File: config.mk
export PLATFORM = sky130hd
export DESIGN_NAME = pattern_scan_ctrl
export DESIGN_NICKNAME = d
export VERILOG_FILES = /design/src/rtl/pattern_scan_pkg.sv /design/src/rtl/pattern_scan_ctrl_rr_arbiter.sv /design/src/rtl/pattern_scan_ctrl.sv
export SDC_FILE = /design/constraint.sdc
export NUM_CORES = 1
export LEC_CHECK = 0
export CAP_MARGIN = 20
export CORE_ASPECT_RATIO = 1.4
export CORE_MARGIN = 1
export CORE_UTILIZATION = 44
export CTS_BUF_LIST = sky130_fd_sc_hd__clkbuf_4 sky130_fd_sc_hd__clkbuf_8
export CTS_CLUSTER_SIZE = 14
export DETAILED_ROUTE_END_ITERATION = 6
export PLACE_DENSITY = 0.89
export SYNTH_ARGS = -nofsm -noshare
export SYNTH_HDL_FRONTEND = slang
export SYNTH_SLANG_ARGS = --single-unit
export TNS_END_PERCENT = 10
File: constraint.sdc
create_clock -name CLK -period 1.8 [get_ports CLK]
set_clock_uncertainty 0.2 [all_clocks]
set_input_delay 0.36 -clock CLK [delete_from_list [all_inputs] [get_ports CLK]]
set_output_delay 0.36 -clock CLK [all_outputs]
set_load 0.1 [all_outputs]
File: src/rtl/pattern_scan_pkg.sv
`default_nettype none
// ============================================================================
// Module      : pattern_scan_pkg
// Description : Shared constants and FSM state encoding for the pattern-scan
//               controller and its round-robin arbiter.
// Revision    : 1.0 - initial release
// ============================================================================
package pattern_scan_pkg;

    localparam int DATA_W = 8;
    localparam int ADDR_W = 3;
    localparam int IDX_W  = 3;

    typedef enum logic [1:0] {
        IDLE  = 2'd0,
        LOAD  = 2'd1,
        SHIFT = 2'd2,
        FIN   = 2'd3
    } state_t;

endpackage
`default_nettype wire

File: src/rtl/pattern_scan_ctrl_rr_arbiter.sv
`default_nettype none
// ============================================================================
// Module      : rr_arbiter
// Description : Combinational round-robin winner selection. Searches the
//               request vector upward from the pointer, wrapping, and returns
//               the first set bit as one-hot and as an index.
// Revision    : 1.0 - initial release
// ============================================================================
module rr_arbiter #(
    parameter int NUM_REQ = 2,
    parameter int PTR_W   = 1
) (
    input  logic [NUM_REQ-1:0] req,
    input  logic [PTR_W-1:0]   ptr,
    output logic [NUM_REQ-1:0] win_onehot,
    output logic [PTR_W-1:0]   win_idx,
    output logic               any_req
);
    import pattern_scan_pkg::*;

    // Priority search starting at the pointer; first hit wins.
    always_comb begin
        int  pos;
        logic found;
        win_onehot = '0;
        win_idx    = '0;
        any_req    = |req;
        found      = 1'b0;
        pos        = 0;
        for (int off = 0; off < NUM_REQ; off++) begin
            pos = int'(ptr) + off;
            if (pos >= NUM_REQ) begin
                pos = pos - NUM_REQ;
            end
            if (!found && req[pos]) begin
                found           = 1'b1;
                win_onehot[pos] = 1'b1;
                win_idx         = PTR_W'(pos);
            end
        end
    end

endmodule
`default_nettype wire

File: src/rtl/pattern_scan_ctrl.sv
`default_nettype none
// ============================================================================
// Module      : pattern_scan_ctrl
// Description : Request-driven sequencer for the pattern-scan datapath.
//               Arbitrates requesters round-robin, fetches the granted
//               pattern and scans it out one bit per cycle.
//               Optional macro PATTERN_SCAN_MSB_FIRST_EN scans MSB first.
// Revision    : 1.0 - initial release
// ============================================================================
module pattern_scan_ctrl #(
    parameter int NUM_REQ = 2,
    parameter int DATA_W  = 8,
    parameter int ADDR_W  = 3
) (
    input  logic                      CLK,
    input  logic                      CLEAR,
    input  logic [NUM_REQ-1:0]        REQ,
    input  logic [NUM_REQ*ADDR_W-1:0] SEL,
    output logic [NUM_REQ-1:0]        GNT,
    output logic                      BUSY,
    output logic [ADDR_W-1:0]         MEM_ADDR,
    input  logic [DATA_W-1:0]         MEM_DATA,
    output logic [2:0]                BIT_IDX,
    output logic                      SER_OUT,
    output logic                      SER_VALID,
    output logic                      DONE
);
    import pattern_scan_pkg::*;

    localparam int PTR_W = (NUM_REQ > 2) ? 2 : 1;

`ifdef PATTERN_SCAN_MSB_FIRST_EN
    localparam logic [IDX_W-1:0] FIRST_IDX = IDX_W'(DATA_W-1);
    localparam logic [IDX_W-1:0] LAST_IDX  = '0;
`else
    localparam logic [IDX_W-1:0] FIRST_IDX = '0;
    localparam logic [IDX_W-1:0] LAST_IDX  = IDX_W'(DATA_W-1);
`endif

    state_t               state;
    state_t               state_nxt;
    logic [PTR_W-1:0]     ptr;
    logic [PTR_W-1:0]     win_idx;
    logic [PTR_W-1:0]     ptr_after;
    logic [NUM_REQ-1:0]   arb_onehot;
    logic [PTR_W-1:0]     arb_idx;
    logic                 any_req;
    logic [ADDR_W-1:0]    sel_win;
    logic [DATA_W-1:0]    pattern;
    logic [IDX_W-1:0]     bit_idx;
    logic                 req_held;

    rr_arbiter #(
        .NUM_REQ (NUM_REQ),
        .PTR_W   (PTR_W)
    ) u_arb (
        .req        (REQ),
        .ptr        (ptr),
        .win_onehot (arb_onehot),
        .win_idx    (arb_idx),
        .any_req    (any_req)
    );

    // The granted requester is still asking; dropping it aborts the scan.
    assign req_held  = |(REQ & GNT);
    assign ptr_after = (win_idx == PTR_W'(NUM_REQ-1)) ? '0 : win_idx + PTR_W'(1);

    // Pick the arbitration winner's pattern index out of the packed SEL bus.
    always_comb begin
        sel_win = '0;
        for (int i = 0; i < NUM_REQ; i++) begin
            if (arb_onehot[i]) begin
                sel_win = SEL[i*ADDR_W +: ADDR_W];
            end
        end
    end

    // State register.
    always_ff @(posedge CLK or posedge CLEAR) begin
        if (CLEAR) begin
            state <= IDLE;
        end else begin
            state <= state_nxt;
        end
    end

    // Next-state logic.
    always_comb begin
        state_nxt = state;
        case (state)
            IDLE:    if (any_req) state_nxt = LOAD;
            LOAD:    state_nxt = req_held ? SHIFT : IDLE;
            SHIFT: begin
                if (!req_held) begin
                    state_nxt = IDLE;
                end else if (bit_idx == LAST_IDX) begin
                    state_nxt = FIN;
                end
            end
            FIN:     state_nxt = IDLE;
            default: state_nxt = IDLE;
        endcase
    end

    // Grant, address latch, pattern capture, scan index and pointer update.
    always_ff @(posedge CLK or posedge CLEAR) begin
        if (CLEAR) begin
            GNT      <= '0;
            MEM_ADDR <= '0;
            win_idx  <= '0;
            ptr      <= '0;
            pattern  <= '0;
            bit_idx  <= '0;
        end else begin
            case (state)
                IDLE: begin
                    if (any_req) begin
                        GNT      <= arb_onehot;
                        win_idx  <= arb_idx;
                        MEM_ADDR <= sel_win;
                    end
                end
                LOAD: begin
                    if (req_held) begin
                        pattern <= MEM_DATA;
                        bit_idx <= FIRST_IDX;
                    end else begin
                        GNT     <= '0;
                        bit_idx <= '0;
                        ptr     <= ptr_after;
                    end
                end
                SHIFT: begin
                    if (!req_held) begin
                        GNT     <= '0;
                        bit_idx <= '0;
                        ptr     <= ptr_after;
                    end else if (bit_idx == LAST_IDX) begin
                        bit_idx <= '0;
                    end else begin
`ifdef PATTERN_SCAN_MSB_FIRST_EN
                        bit_idx <= bit_idx - IDX_W'(1);
`else
                        bit_idx <= bit_idx + IDX_W'(1);
`endif
                    end
                end
                FIN: begin
                    GNT <= '0;
                    ptr <= ptr_after;
                end
                default: begin
                    GNT <= '0;
                end
            endcase
        end
    end

    assign BUSY      = (state != IDLE);
    assign SER_VALID = (state == SHIFT);
    assign DONE      = (state == FIN);
    assign SER_OUT   = (state == SHIFT) & pattern[bit_idx];
    assign BIT_IDX   = bit_idx;

endmodule
`default_nettype wire
### Yosys cells after proc, flatten, opt, wreduce, memory -nomap -nowiden

Cells that the tools add are included.

| word-level totals | value |
|---|---|
| bits in registers | 20 |
| input port bits | 18 |
| output and inout port bits | 12 |
| logic and storage cells | 80 |

| operators by class | value |
|---|---|
| add/subtract/negate cells | 5 |
| order comparisons | 7 |
| eq/ne operators | 7 |
| muxes and demuxes | 35 |
| bitwise operators | 3 |
| reductions and logical operators | 16 |

Operator list:

| cell | count |
|---|---|
| 32-bit by 1-bit greater-or-equal comparator with 1-bit output, second input constant | 2 |
| 32-bit by 3-bit < comparator with 1-bit output, second input constant | 2 |
| 32-bit two-way mux | 2 |
| 32-bit by 3-bit greater-or-equal comparator with 1-bit output, second input constant | 1 |
| 32-bit by 3-bit subtractor with 32-bit output, second input constant | 1 |
| 2-bit two-way mux | 8 |
| 1-bit two-way mux | 14 |
| 3-bit two-way mux | 4 |
| 2-bit AND reduction | 5 |
| 2-bit case mux with 4 select lines | 1 |
| 2-bit case mux with 3 select lines | 1 |
| 3-bit case mux with 2 select lines | 1 |
| 2-bit nonzero test | 3 |
| 2-bit OR reduction | 3 |
| 2-bit == test, second input constant | 2 |
| 3-bit by 4-bit < comparator with 1-bit output, second input constant | 1 |
| 2-bit != test, second input constant | 2 |
| 3-bit by 1-bit adder with 3-bit output, second input constant | 1 |
| 1-bit binary-select mux with 3-bit select | 1 |
| 3-bit == test, second input constant | 1 |
| 1-bit logical AND | 3 |
| 3-bit by 2-bit != test with 1-bit output, second input constant | 1 |
| 1-bit by 2-bit subtractor with 3-bit output, second input constant | 1 |
| 1-bit by 1-bit adder with 2-bit output, second input constant | 1 |
| other kinds (10) | 11 |

### Logic depth before layout (Yosys ltp)

| depth | value |
|---|---|
| depth in word-level cells | 11 |
| gate-level depth with buffers | 6 |
| gate-level depth less buffers | 5 |

### Modules after synthesis

From an unflattened synthesis, not the netlist that was laid out.

| second synthesis, totals | value |
|---|---|
| cells, all modules | 89 |
| area total of the unflattened synthesis | 1038.5 um2 |

Modules (own cells, without submodules):

| module | instances | cells each | area an instance (um2) |
|---|---|---|---|
| pattern_scan_ctrl | 1 | 84 | 1006.0 |
| rr_arbiter | 1 | 5 | 32.5 |

### Worst setup path before layout

OpenSTA, ideal clock, no wires.

| path | value |
|---|---|
| path type | register -> output |
| start point | register state[0] |
| end point | output port SER_OUT |
| arrival | 2.498 ns |
| data required time | 1.240 ns |
| path slack | -1.258 ns |
| stages on the path, launching flop included | 6 |
| path through | dfrtp_1 inv_1 ha_1 inv_1 a21oi_1 o311a_1 |

| between the ends | value |
|---|---|
| longest elaborated chain between the ends | 2 |

Ends and longest elaborated chain:

| element | RTL line | source |
|---|---|---|
| from (decl) | pattern_scan_ctrl.sv:40 | `state_t state;` |
| from (signal assigned) | pattern_scan_ctrl.sv:83 | `state <= state_nxt;` |
| 2-bit == test | -- |  |
| named net SER_VALID | pattern_scan_ctrl.sv:25 | `output logic SER_VALID,` |
| 1-bit AND | pattern_scan_ctrl.sv:162 | `assign SER_OUT = (state == SHIFT) & pattern[bit_idx];` |
| to (decl) | pattern_scan_ctrl.sv:24 | `output logic SER_OUT,` |

The timed path passes the listed nets, and every way through them passes these cells.

### Worst setup path in the final report

| path | value |
|---|---|
| start point | register bit_idx[1] (netlist: BIT_IDX[1]) |
| end point | output port SER_OUT |

| between the ends | value |
|---|---|
| longest elaborated chain between the ends | 3 |

Ends and longest elaborated chain:

| element | RTL line | source |
|---|---|---|
| from (decl) | pattern_scan_ctrl.sv:50 | `logic [IDX_W-1:0] bit_idx;` |
| from (signal assigned) | pattern_scan_ctrl.sv:144 | `bit_idx <= bit_idx + IDX_W'(1);` |
| 1-bit binary-select mux with 3-bit select | pattern_scan_ctrl.sv:162 |  |
| 1-bit two-way mux (not written as such) | pattern_scan_ctrl.sv:162 |  |
| 1-bit AND | pattern_scan_ctrl.sv:162 |  |

Every way passes these cells. The select of a mux whose other input is x is not followed.

==> results.toml <==
[finish]
layout_commonest_cell = "clkdlybuf4s50_1"
final_area_sq_mm = 0.001739
regArea_sq_um = 508.0
layout_common_cells = "clkdlybuf4s50_1, dfrtp_1, buf_4, buf_12, mux2_2"
final_cells = 162
diodes = 0
drive_above_1_share_pct = 45.71
multi_input_area_sq_um = 599.3
nFillCells = 123
fin_nets = 165
syn_to_final_growth_pct = 63.53
fin_util_pct = 78.09

[job]
cap_violations = 0

[logic_synthesis]
syn_area_per_cell_sq_um = 11.31
ys_ff_latch = 20
yosysSeqAreaShare_pct = 47.06
synth.distinct_cells = 30
synth_cells = 94
synthesis.area_sq_mm = 0.001064
syn-num-nets = 118
synth_warnings = 0

[grt]
grt.busiest_layer = "met2"
track_usage_pct = 24.65
grtUsageMet2_pct = 46.48
use_met1_pct = 25.73
overflow = 0
grt_pass1_wl_um = 4657
met3_usage_pct = 3.021
grt_max_degree = 21
grt_pass1_vias = 1038
grt_antenna_before_repair = 0

[setup_path]
reg2reg_from = "BIT_IDX[1]$_DFFE_PP0P_"
arrival_ns = 1.72
critical-path-slowest-cell = "mux4_2"
crit_required_ns = 1.24
worstSetupEndpointType = "output pin"
rr_worst_depth = 5
path_cells = "mux4_2 > nand2b_4 > o311a_4 > buf_12"
critPathKind = "reg2out"
reg2reg_slack_ns = -0.09
worstPathMaxFanout = 4
max_stage_delay_ns = 0.52
crit_path_start_kind = "flop"
timing.rr.end = "BIT_IDX[0]$_DFFE_PP0P_"

[cts]
cts.sinks = 20
root_buffer = "clkbuf_4"
cts_buffers = 3
clk_pin_slew_ns = 0.11
cts_hold_buf = 0
htreeDepth = 1
clock_path_buffers = 2
cts_tree = "done"
clock_latency_ns = 0.30

[power]
p_per_area_mw_per_mm2 = 1664
swShare_pct = 46.88
ir_drop_mv = 1.753
seqPwrFrac_pct = 27.6
internal-power_mw = 1.537
clkPwrFrac_pct = 8.9
p_leak_nw = 0.7328
combinationalPowerShare_pct = 63.5
power.switching_mw = 1.357

[detailed_routing]
wire_per_inst_um = 17.56
vias = 958
detail-route-antenna-nets = 0
vias_per_cell = 5.914
routed_wl_um = 2845
dr.pass1.iters = 6
drt_iter0_markers = 18
drc = 6

[die]
start_util_pct = 47.75
floorplan.die.height_um = 60.17
coreArea_sq_mm = 0.002227
ios = 30
die_area_sq_mm = 0.002620
row_count = 20
fp.dieW_um = 43.55

[timing]
finalHoldViolations = 0
clock.fmax_mhz = 439.0
slew_headroom_pct = 68.56
max_slew.worst_pin.slew_ns = 0.4716
setup_violations = 5
setup_slack_ns = -0.4781
drv_slew = 0
period_share_pct = 126.6
fin_crit_ns = 2.278
fin_tns_setup_ns = -0.7575
rsz0062_at_grt = "true"

[placement]
placedCellCount = 158
place_area_sq_mm = 0.001647
io_buffer_count = 29
post-dp-hpwl_um = 2181
gp_congestion = 0.8938

[status]
status = "finished, violations left"
violations = "DRC, setup timing"

[worst_hold_path]
hp-class = "in2async"
-- power by group through the flow --
stage	registers (mW)	clock network (mW)	logic, mW
final	0.798	0.258	1.84
after global routing	0.820	0.277	1.94
after CTS	0.792	0.260	1.82
after detailed placement	0.797	0	1.76
after global placement	0.789	0	1.70
after floorplan	1.09	0	0.809
-- repair_timing --
action                     in CTS  in global routing
buffers inserted                0                  0
gates cloned                    0                  0
setup endpoints to repair       7                  7
resized for setup               8                  4
pin swaps                       1                  1
-- worst max path at each step --
stage	start	to	slack, ns	depth (start not counted)
after CTS	BIT_IDX[1]$_DFFE_PP0P_	SER_OUT	-0.49	4
after floorplan	BIT_IDX[1]$_DFFE_PP0P_	SER_OUT	-0.31	3
after global routing	BIT_IDX[1]$_DFFE_PP0P_	SER_OUT	-0.52	4
final	BIT_IDX[1]$_DFFE_PP0P_	SER_OUT	-0.48	4
after detailed placement	REQ[0]	MEM_ADDR[2]$_DFFE_PP0P_	-0.16	5
after global placement	REQ[0]	pattern[0]$_DFFE_PP0P_	-0.13	4
-- metrics by stage --
step / power (mW) / worst slack (ns) / hold WS [ns]
6_report: 2.894 / -0.4781 / 0.1586
5_1_grt: 3.036 / -0.5197 / 0.1885
4_1_cts: 2.875 / -0.4867 / 0.1729
3_5_place_dp: 2.561 / -0.1605 / 0.2593
3_3_place_gp: 2.492 / -0.1301 / 0.2401
2_1_floorplan: 1.903 / -0.3066 / 0.1237
-- cell usage after synthesis --
cell type / count / area share [%]
dfrtp_1: 20 / 47
mux2_2: 10 / 11
inv_1: 7 / 2.5
ha_1: 6 / 7.1
nand2_1: 6 / 2.1
a21oi_1: 5 / 2.4
o21ai_0: 5 / 2.4
mux2i_1: 4 / 3.8
nand3_1: 4 / 1.9
nor2_1: 3 / 1.1
a32oi_1: 2 / 1.6
buf_4: 2 / 1.4
nand2b_1: 2 / 1.2
nand4_1: 2 / 1.2
a21boi_2: 1 / 1.1
a22o_2: 1 / 0.94
a22oi_1: 1 / 0.71
a32o_1: 1 / 0.94
buf_2: 1 / 0.47
inv_2: 1 / 0.35
mux4_2: 1 / 2.1
nand2_4: 1 / 1.1
o211ai_1: 1 / 0.71
o2bb2ai_1: 1 / 0.82
o311a_1: 1 / 0.94
o32ai_1: 1 / 0.82
o41ai_1: 1 / 0.82
or2b_1: 1 / 0.71
or3_2: 1 / 0.71
or4_1: 1 / 0.71
-- flip-flops by register name, summed over array words and instances (netlist names) --
register	count
GNT	2
BIT_IDX	3
MEM_ADDR	3
win_idx	1
pattern	8
state	2
ptr	1
-- critical path: cells and delay by family (launching register included) --
family / cells / cell delay [ns]
mux: 1 / 0.52
buf+inv: 1 / 0.17
simple gates: 1 / 0.16
flops: 1 / 0.46
compound gates: 1 / 0.12
-- layer usage --
layer	wire, um	part of all wire, %
met1	1009	35
met2	1607	56
met3	138	4.9
met4	89	3.1
met5	0	0
-- final cells by class --
cell class	count	area share, %
repair buffers	45	30.72
inverters	8	1.942
well taps	22	1.583
clock buffers	4	2.086
multi-input cells	63	34.46
flip-flops and latches	20	29.21
-- kinds of logic after synthesis --
logic type / Yosys count / synth area share [%]
AOI/OAI and AO/OA: 21 / 14.12
adders and majority gates: 6 / 7.059
muxes: 15 / 16.47
buffers and inverters: 11 / 4.705
and+or+nand+nor: 21 / 10.59
DFF: 20 / 47.06
Note: power is estimated with default switching activity, not from simulation.
